### src/rtl/riscv_fetch_queue_if.sv
// Fetch-queue bundle: instruction-memory request/response, EX redirect and IF/ID output.
// master = fetch queue, slave = surrounding pipeline/memory.
interface riscv_fetch_queue_if #(
    parameter int unsigned DEPTH = 4
);
    localparam int unsigned CW = $clog2(DEPTH) + 1;

    logic          imem_req_valid;
    logic [31:0]   imem_req_addr;
    logic          imem_req_ready;
    logic          imem_rsp_valid;
    logic [31:0]   imem_rsp_data;
    logic          redirect_valid;
    logic [31:0]   redirect_pc;
    logic          out_valid;
    logic [31:0]   out_instr;
    logic [31:0]   out_pc;
    logic          out_ready;
    logic [CW-1:0] fq_count;

    modport master (
        output imem_req_valid, imem_req_addr,
        input  imem_req_ready,
        input  imem_rsp_valid, imem_rsp_data,
        input  redirect_valid, redirect_pc,
        output out_valid, out_instr, out_pc,
        input  out_ready,
        output fq_count
    );

    modport slave (
        input  imem_req_valid, imem_req_addr,
        output imem_req_ready,
        output imem_rsp_valid, imem_rsp_data,
        output redirect_valid, redirect_pc,
        input  out_valid, out_instr, out_pc,
        output out_ready,
        input  fq_count
    );
endinterface

### src/rtl/riscv_fetch_queue.sv
// In-order instruction fetch queue with redirect flush and drop counting for stale responses.
// Define FETCH_QUEUE_BYPASS_EN to forward a response straight to out_* when it fills the head entry.
module riscv_fetch_queue #(
    parameter int unsigned DEPTH    = 4,
    parameter logic [31:0] RESET_PC = 32'h0000_0000
) (
    input logic                 clock,
    input logic                 reset,
    riscv_fetch_queue_if.master fq
);
    localparam int unsigned   PW      = $clog2(DEPTH);
    localparam int unsigned   CW      = $clog2(DEPTH) + 1;
    localparam logic [CW-1:0] DEPTH_C = CW'(DEPTH);

    logic [31:0]   pc_q    [DEPTH];
    logic [31:0]   instr_q [DEPTH];
    logic [DEPTH-1:0] filled_q;
    logic [PW-1:0] head_q, fill_q, tail_q;
    logic [CW-1:0] count_q, pend_q, drop_q;
    logic [31:0]   fetch_pc_q;

    logic          req_valid, alloc, fill_en, drop_rsp;
    logic          stored_valid, bypass_hit, out_valid_c, pop;
    logic [CW:0]   budget;
    logic [31:0]   out_instr_c, out_pc_c;

    always_comb begin
        budget       = {1'b0, drop_q} + {1'b0, count_q};
        // Stale responses still owed reserve slots so total outstanding never exceeds DEPTH.
        req_valid    = reset && !fq.redirect_valid && (count_q < DEPTH_C) && (budget < {1'b0, DEPTH_C});
        alloc        = req_valid && fq.imem_req_ready;
        drop_rsp     = fq.imem_rsp_valid && (drop_q != '0);
        fill_en      = fq.imem_rsp_valid && (drop_q == '0) && !fq.redirect_valid;
        stored_valid = filled_q[head_q] && (count_q != '0);
`ifdef FETCH_QUEUE_BYPASS_EN
        bypass_hit   = fill_en && !stored_valid && (fill_q == head_q) && (count_q != '0);
`else
        bypass_hit   = 1'b0;
`endif
        out_valid_c  = !fq.redirect_valid && (stored_valid || bypass_hit);
        pop          = out_valid_c && fq.out_ready;
    end

    always_comb begin
        out_instr_c = '0;
        out_pc_c    = '0;
        if (out_valid_c) begin
            out_pc_c    = pc_q[head_q];
`ifdef FETCH_QUEUE_BYPASS_EN
            out_instr_c = bypass_hit ? fq.imem_rsp_data : instr_q[head_q];
`else
            out_instr_c = instr_q[head_q];
`endif
        end
    end

    assign fq.imem_req_valid = req_valid;
    assign fq.imem_req_addr  = fetch_pc_q;
    assign fq.out_valid      = out_valid_c;
    assign fq.out_instr      = out_instr_c;
    assign fq.out_pc         = out_pc_c;
    assign fq.fq_count       = count_q;

    always_ff @(posedge clock or negedge reset) begin
        if (!reset) begin
            head_q     <= '0;
            fill_q     <= '0;
            tail_q     <= '0;
            count_q    <= '0;
            pend_q     <= '0;
            drop_q     <= '0;
            filled_q   <= '0;
            fetch_pc_q <= RESET_PC;
        end else if (fq.redirect_valid) begin
            head_q     <= '0;
            fill_q     <= '0;
            tail_q     <= '0;
            count_q    <= '0;
            pend_q     <= '0;
            filled_q   <= '0;
            // A response arriving this cycle retires one of the old-stream outstanding requests.
            drop_q     <= drop_q + pend_q - CW'(fq.imem_rsp_valid);
            fetch_pc_q <= {fq.redirect_pc[31:2], 2'b00};
        end else begin
            if (alloc) begin
                tail_q           <= tail_q + PW'(1);
                filled_q[tail_q] <= 1'b0;
                fetch_pc_q       <= fetch_pc_q + 32'd4;
            end
            if (drop_rsp) begin
                drop_q <= drop_q - CW'(1);
            end
            if (fill_en) begin
                fill_q <= fill_q + PW'(1);
                if (!(bypass_hit && pop)) begin
                    filled_q[fill_q] <= 1'b1;
                end
            end
            if (pop) begin
                head_q           <= head_q + PW'(1);
                filled_q[head_q] <= 1'b0;
            end
            count_q <= count_q + CW'(alloc) - CW'(pop);
            pend_q  <= pend_q + CW'(alloc) - CW'(fill_en);
        end
    end

    always_ff @(posedge clock) begin
        if (alloc) begin
            pc_q[tail_q] <= fetch_pc_q;
        end
        if (fill_en) begin
            instr_q[fill_q] <= fq.imem_rsp_data;
        end
    end
endmodule

### src/flat_wrapper.sv
// flat-port wrapper written by rule: the top's interface ports become plain ports
module riscv_fetch_queue_flat 
#(
    parameter int unsigned DEPTH    = 4,
    parameter logic [31:0] RESET_PC = 32'h0000_0000
)
  (clock, reset, fq_imem_req_valid, fq_imem_req_addr, fq_imem_req_ready, fq_imem_rsp_valid, fq_imem_rsp_data, fq_redirect_valid, fq_redirect_pc, fq_out_valid, fq_out_instr, fq_out_pc, fq_out_ready, fq_fq_count);
  riscv_fetch_queue_if #(.DEPTH(DEPTH)) fq_i ();
  input logic clock;
  input logic reset;
  output wire logic [$bits(fq_i.imem_req_valid)-1:0] fq_imem_req_valid;
  output wire logic [$bits(fq_i.imem_req_addr)-1:0] fq_imem_req_addr;
  input wire logic [$bits(fq_i.imem_req_ready)-1:0] fq_imem_req_ready;
  input wire logic [$bits(fq_i.imem_rsp_valid)-1:0] fq_imem_rsp_valid;
  input wire logic [$bits(fq_i.imem_rsp_data)-1:0] fq_imem_rsp_data;
  input wire logic [$bits(fq_i.redirect_valid)-1:0] fq_redirect_valid;
  input wire logic [$bits(fq_i.redirect_pc)-1:0] fq_redirect_pc;
  output wire logic [$bits(fq_i.out_valid)-1:0] fq_out_valid;
  output wire logic [$bits(fq_i.out_instr)-1:0] fq_out_instr;
  output wire logic [$bits(fq_i.out_pc)-1:0] fq_out_pc;
  input wire logic [$bits(fq_i.out_ready)-1:0] fq_out_ready;
  output wire logic [$bits(fq_i.fq_count)-1:0] fq_fq_count;
  assign fq_imem_req_valid = fq_i.imem_req_valid;
  assign fq_imem_req_addr = fq_i.imem_req_addr;
  assign fq_i.imem_req_ready = fq_imem_req_ready;
  assign fq_i.imem_rsp_valid = fq_imem_rsp_valid;
  assign fq_i.imem_rsp_data = fq_imem_rsp_data;
  assign fq_i.redirect_valid = fq_redirect_valid;
  assign fq_i.redirect_pc = fq_redirect_pc;
  assign fq_out_valid = fq_i.out_valid;
  assign fq_out_instr = fq_i.out_instr;
  assign fq_out_pc = fq_i.out_pc;
  assign fq_i.out_ready = fq_out_ready;
  assign fq_fq_count = fq_i.fq_count;
  riscv_fetch_queue #(.DEPTH(DEPTH), .RESET_PC(RESET_PC)) u_core (.clock(clock), .reset(reset), .fq(fq_i));
endmodule
### config.mk
export PLATFORM = sky130hd
export DESIGN_NAME = riscv_fetch_queue_flat
export DESIGN_NICKNAME = d
export VERILOG_FILES = /design/src/rtl/riscv_fetch_queue_if.sv /design/src/rtl/riscv_fetch_queue.sv /design/src/flat_wrapper.sv
export SDC_FILE = /design/constraint.sdc
export NUM_CORES = 1
export LEC_CHECK = 0
export CAP_MARGIN = 20
export CORE_MARGIN = 5
export CORE_UTILIZATION = 51
export CTS_CLUSTER_DIAMETER = 30
export DETAILED_ROUTE_END_ITERATION = 12
export GPL_ROUTABILITY_DRIVEN = 0
export PLACE_DENSITY = 0.75
export SLEW_MARGIN = 0
export SYNTH_ARGS = -nofsm -noshare
export SYNTH_HDL_FRONTEND = slang
export SYNTH_SLANG_ARGS = --single-unit
### constraint.sdc
create_clock -name clock -period 5.87 [get_ports clock]
set_input_delay 0.587 -clock clock [delete_from_list [all_inputs] [get_ports clock]]
set_output_delay 0.587 -clock clock [all_outputs]
set_load 0.01 [all_outputs]
# Yosys cells after proc, flatten, opt, wreduce, memory -nomap -nowiden
# Memory sizes are Yosys's and may differ from the RTL's.
# Index checks and enable logic that the tools add are counted.
dict set report word_totals {
  ram_bits 256
  wordCells 88
  regBits 51
  memories 2
  inputBits 70
}
dict set report op_classes {
  bitwise_logic 5
  order_cmp 8
  addsub 12
  reduce_logical 21
  muxes 32
}
# name words width rd rd_ports_with_merged_regs write_ports line
set mem_list {}
lappend mem_list {u_core.instr_q 4 32 1 0 1 riscv_fetch_queue.sv:16} ;# logic [31:0] instr_q [DEPTH];
lappend mem_list {u_core.pc_q 4 32 1 0 1 riscv_fetch_queue.sv:15} ;# logic [31:0] pc_q [DEPTH];
# cell n
set ops {}
lappend ops {{$mux W32} 4}
lappend ops {{$add A32 B3 Y32 const B} 1}
lappend ops {{$mux W4} 6}
lappend ops {{$logic_and A1 B1 Y1} 13}
lappend ops {{$mux W2} 6}
lappend ops {{$mux W3} 4}
lappend ops {{$lt A2 B3 Y1 const B} 3}
lappend ops {{$sub A3 B1 Y3} 3}
lappend ops {{$and A4 B4 Y4} 2}
lappend ops {{$mux W1} 8}
lappend ops {{$not A4 Y4} 2}
lappend ops {{$reduce_bool A2 Y1} 4}
lappend ops {{$add A2 B1 Y2 const B} 3}
lappend ops {{$add A3 B1 Y3} 2}
lappend ops {{$demux W1 S2} 3}
lappend ops {{$ge A2 B1 Y1 const B} 3}
lappend ops {{$reduce_bool A3 Y1} 2}
lappend ops {{$add A3 B3 Y4} 1}
lappend ops {{$lt A4 B3 Y1 const B} 1}
lappend ops {{$or A4 B4 Y4} 1}
lappend ops {{$add A3 B3 Y3} 1}
lappend ops {{$logic_not A3 Y1} 1}
lappend ops {{$lt A3 B3 Y1 const B} 1}
lappend ops {{$sub A3 B1 Y3 const B} 1}
lappend ops {{other kinds (2)} 2}

# Depth between registers and ports, before layout
dict set report logic_depth {
  depth_word 14
  ltp_mapped 12
  mapped_depth_nobuf 11
}

# Least setup slack after synthesis
# No wires, ideal clock.
dict set report synth_timing {
  path_type {register -> register}
  startpoint {register u_core.count_q[2], in the netlist u_core.fq.fq_count[2]}
  endpoint {memory u_core.pc_q[0][10], enable pin}
  stages_incl_launch_ff 9
  required_ns 5.485
  setup_slack_ns 3.142
  synth_period_minus_slack_ns 2.728
  arrival_ns 2.343
  path_cell_list {dfrtp_1 > ha_1 > nor4b_4 > nand4_4 > inv_2 > buf_4 > buf_4 > nand2_1 > inv_1}
}
dict set report synth_between {
  elab_chain_len 6
  elab_cells_between_ends 8
}
# element line
set synth_lines {}
lappend synth_lines {{start, declared} riscv_fetch_queue.sv:19} ;# logic [CW-1:0] count_q, pend_q, drop_q;
lappend synth_lines {{start signal, assigned} riscv_fetch_queue.sv:103} ;# count_q <= count_q + CW'(alloc) - CW'(pop);
lappend synth_lines {{$add A3 B3 Y4 / $lt A3 B3 Y1 (equally long branches)} {riscv_fetch_queue.sv:28, riscv_fetch_queue.sv:30}}
lappend synth_lines {{$lt A4 B3 Y1 / $logic_and A1 B1 Y1 (equally long branches)} riscv_fetch_queue.sv:30} ;# req_valid = reset && !fq.redirect_valid && (count_q < DEPTH_C) && (budget < {1'b0, DEPTH_C});
lappend synth_lines {{$logic_and A1 B1 Y1 (*)} riscv_fetch_queue.sv:30}
lappend synth_lines {{$logic_and A1 B1 Y1 (*)} riscv_fetch_queue.sv:31} ;# alloc = req_valid && fq.imem_req_ready;
lappend synth_lines {{$mux W1 (*)} riscv_fetch_queue.sv:109} ;# if (alloc) begin
lappend synth_lines {{$mux W1 (implied by the code) (*)} riscv_fetch_queue.sv:110} ;# pc_q[tail_q] <= fetch_pc_q;
lappend synth_lines {{end, declared} riscv_fetch_queue.sv:15}
# Every way passes the cells marked *; elsewhere a longest branch is shown, timed or not.

# Final worst setup path
dict set report layout_timing {
  startpoint {register u_core.head_q[0]}
  endpoint {output port fq_out_instr[10]}
}
dict set report layout_between {
  elab_chain_len 5
  elab_cells_between_ends 6
}
# element line
set layout_lines {}
lappend layout_lines {{start, declared} riscv_fetch_queue.sv:18} ;# logic [PW-1:0] head_q, fill_q, tail_q;
lappend layout_lines {{start signal, assigned} riscv_fetch_queue.sv:100} ;# head_q <= head_q + PW'(1);
lappend layout_lines {{$bmux W1 S2} riscv_fetch_queue.sv:34} ;# stored_valid = filled_q[head_q] && (count_q != '0);
lappend layout_lines {{$mux W1 (implied by the code)} riscv_fetch_queue.sv:34}
lappend layout_lines {{$logic_and A1 B1 Y1} riscv_fetch_queue.sv:34}
lappend layout_lines {{$logic_and A1 B1 Y1} riscv_fetch_queue.sv:40} ;# out_valid_c = !fq.redirect_valid && (stored_valid || bypass_hit);
lappend layout_lines {{$mux W32 (*)} riscv_fetch_queue.sv:47} ;# if (out_valid_c) begin
lappend layout_lines {{end, declared} flat_wrapper.sv:19} ;# output wire logic [$bits(fq_i.out_instr)-1:0] fq_out_instr;
# Every way passes the cells marked *; elsewhere a longest branch is shown, timed or not. The select of a mux whose other input is x is not followed.

==> impl_metrics.ini <==
[route]
wirelength_um = 26300
avgRoutedWirePerCell_um = 20.6
antenna_left = 0
dr.pass1.iters = 5
viasPerCell = 5.52
dr.first_iter.drc_count = 461
drc = 0
vias = 7050

[synthesis]
synth_edf_count = 248
avgSynthCellArea_um2 = 17.0
netlist_instances = 734
synth_seq_area_share = 0.695
synth_warnings = 0
synth-main-ff-cell = edfxtp_1
syn-cell-area_um2 = 12500
async_flop_share = 0.165
ys_types = 52
ys_ff_latch = 297

[timing]
min_period_ps = 3940
finalMaxSlewViolations = 0
setup_tns_ps = 0
hold_viol = 0
rsz0062_at_grt = no
skew_ps = 10.6
finalCritPeriodShare = 0.672
max_freq_mhz = 254
maxSlewHeadroom = 0.341
setup_viol = 0
worst_pin_slew_ps = 988

[cts]
clock_path_buffers = 3
clkLatencyLatePin_ps = 510
cts_tree = yes
cts_sinks = 297
cts.clk_slew.worst_paths_ps = 60
hold_buffers = 0
cts_setup_buffers = 0
cts_max_level = 2
cts-root-buf = clkbuf_16
cts.repair.resized = 0
cts_buffers = 43

[power]
vdd_ir_drop_max_v = 0.000186
powerDensity_nw_per_um2 = 339
leakage_nw = 5.49

[worst_setup_path]
timing.rr.start = u_core.fq.fq_count[2]
cp_top_family = buffers and inverters
crit_path_max_fanout = 47
end_kind = output pin
cp_slowest_cell = buf_4
max_stage_delay_ps = 790
worstSetupPathType = flip-flop to output pin
worstSetupStartpoint = u_core.head_q[0]
worstPathArrival_ps = 3360
startpoint_type = flip-flop
crit_buf_inv = 2
path_cells = buf_4, mux4_2, and2_1, clkdlybuf4s50_1
cp.required_ps = 5280

[cells_and_area]
final_layout_size_suffix_gt1_frac = 0.178
final_util = 0.656
final_area_um2 = 15900
synthToLayoutAreaGrowth_pct = 27.0
nets = 1015
n_fill_cell = 1638

[floorplanning]
boundaryPins = 171
start_util = 0.516
dieArea_um2 = 27700
core-area_um2 = 24200
die_w_um = 166
die_h_um = 166
row_count = 57

[grt]
grt_pass1_vias = 7541
grt_max_degree = 66
grt_antenna_before_repair = 2
grt-ovfl-total = 0
use_met1 = 0.249
grt_util_all_layers = 0.191
grt_pass1_wl_um = 41700
use_met3 = 0.0365
use_met2 = 0.327
top_usage_layer = met2

[placed_design]
hpwl_um = 16300
port_buffers = 164
placed_area_um2 = 14400

[run]
timing.max_cap.violations = 0

[outcome]
status = completed

[min_path]
min_path_type = input port to asynchronous set/reset pin
per-stage QoR:
stage / power [mW] / std cells / worst slack, ps / hold WS (ps)
6_report: 5.38 / 1277 / 1930 / 294
5_1_grt: 5.58 / 1277 / 1660 / 354
4_1_cts: 5.43 / 1275 / 1810 / 324
3_5_place_dp: 2.96 / 1197 / 2120 / 541
3_3_place_gp: 2.94 / 1197 / 2150 / 521
2_1_floorplan: 2.75 / 737 / 3140 / 291
Yosys cell counts (5+ instances only):
master    count  area [µm²]
clkbuf_1     17        63.8
nor2_1       24        90.1
xor2_1        6        52.6
nand2_1      40         150
o21ai_0      25         125
xnor2_1       8        70.1
nand4_1      11        68.8
nand3_1      18        90.1
edfxtp_1    248        7450
mux4_2       63        1420
a21oi_1      12        60.1
dfrtp_1      49        1230
inv_1        24        90.1
buf_4         6        45.0
and2_1       70         438
nor3_1        6        30.0
ha_1         24         300
buf_2        10        50.1
and3_1        5        31.3
cells by family after synthesis:
kind of cell / share of synthesized area
other: 0.000301
adders and majority gates: 0.0289
xor gates and xnor gates: 0.00983
and+or+nand+nor: 0.0874
buffers and inverters: 0.0232
AOI/OAI and AO/OA: 0.0364
DFF: 0.695
muxes: 0.119
final timing paths:
| check | end | slack, ps | cells after the start |
|---|---|---|---|
| max in group asynchronous | u_core.head_q[1] | 5050 | 2 |
| setup / recovery | fq_out_instr[10] | 1930 | 4 |
| hold reg to reg | u_core.drop_q[2] | 540 | 1 |
| setup reg to reg | u_core.pc_q[2][9] | 2350 | 7 |
| min in group clock | u_core.drop_q[2] | 540 | 1 |
| hold / removal | u_core.fq.imem_req_addr[26] | 290 | 2 |
routing by layer:
metal,up-vias,part of all wire
met5,-,0
met1,3581,0.41
li1,3203,-
met2,222,0.52
met4,0,0.022
met3,44,0.050
worst reg2reg max path, cell delays in order, from the launching register on:
cell and delay [ps]:
dfrtp_1 460, ha_1 360, nor4b_4 360, nand4_4 470, inv_2 570, nand2_1 160, inv_1 410, buf_4 390
final cells by class:
cell class / count / area (µm²) / share of cell area
sequential: 297 / 8680 / 0.548
timing repair buffer: 175 / 1710 / 0.108
inverter: 25 / 93.8 / 0.00592
clock buffer: 49 / 1140 / 0.0720
tap: 324 / 405 / 0.0256
multi-input combinational: 376 / 3530 / 0.223
antenna: 2 / 5.00 / 0.000316
clock inverter: 29 / 279 / 0.0176
state kept, by name (all words and copies together) (netlist names):
| name | flops |
|---|---|
| u_core.pend_q | 3 |
| u_core.filled_q | 4 |
| u_core.fq.fq_count | 3 |
| u_core.pc_q | 120 |
| u_core.fill_q | 2 |
| u_core.instr_q | 128 |
| u_core.fq.imem_req_addr | 30 |
| u_core.drop_q | 3 |
| u_core.tail_q | 2 |
| u_core.head_q | 2 |
cell usage in the layout (no fill, tap or decap), types with 4 or more instances in the layout:
cell type and instances:
dfrtp_1 47, clkinv_2 7, clkdlybuf4s50_1 162, edfxtp_1 248, nor3_1 6, and3_1 5, nand3_1 18, and2_2 4
a21oi_1 12, nand2_1 40, xnor2_1 8, inv_1 24, mux4_2 63, ha_1 24, buf_4 11, clkinvlp_4 6
a211oi_1 4, nand4_1 11, o311ai_0 4, clkinv_4 5, o21ai_0 25, o211ai_1 4, a31oi_1 4, and2_1 66
clkbuf_16 45, nor2_1 24, conb_1 4, clkbuf_1 4, inv_6 4, xor2_1 6
power by group:
| group | switching, mW | leakage [nW] | internal [mW] | total (mW) |
|---|---|---|---|---|
| registers | 0.100 | 2.86 | 2.39 | 2.49 |
| logic | 0.205 | 1.95 | 0.216 | 0.420 |
| clock network | 0.915 | 0.684 | 1.55 | 2.46 |
Note: power is estimated with default switching activity, not from simulation.
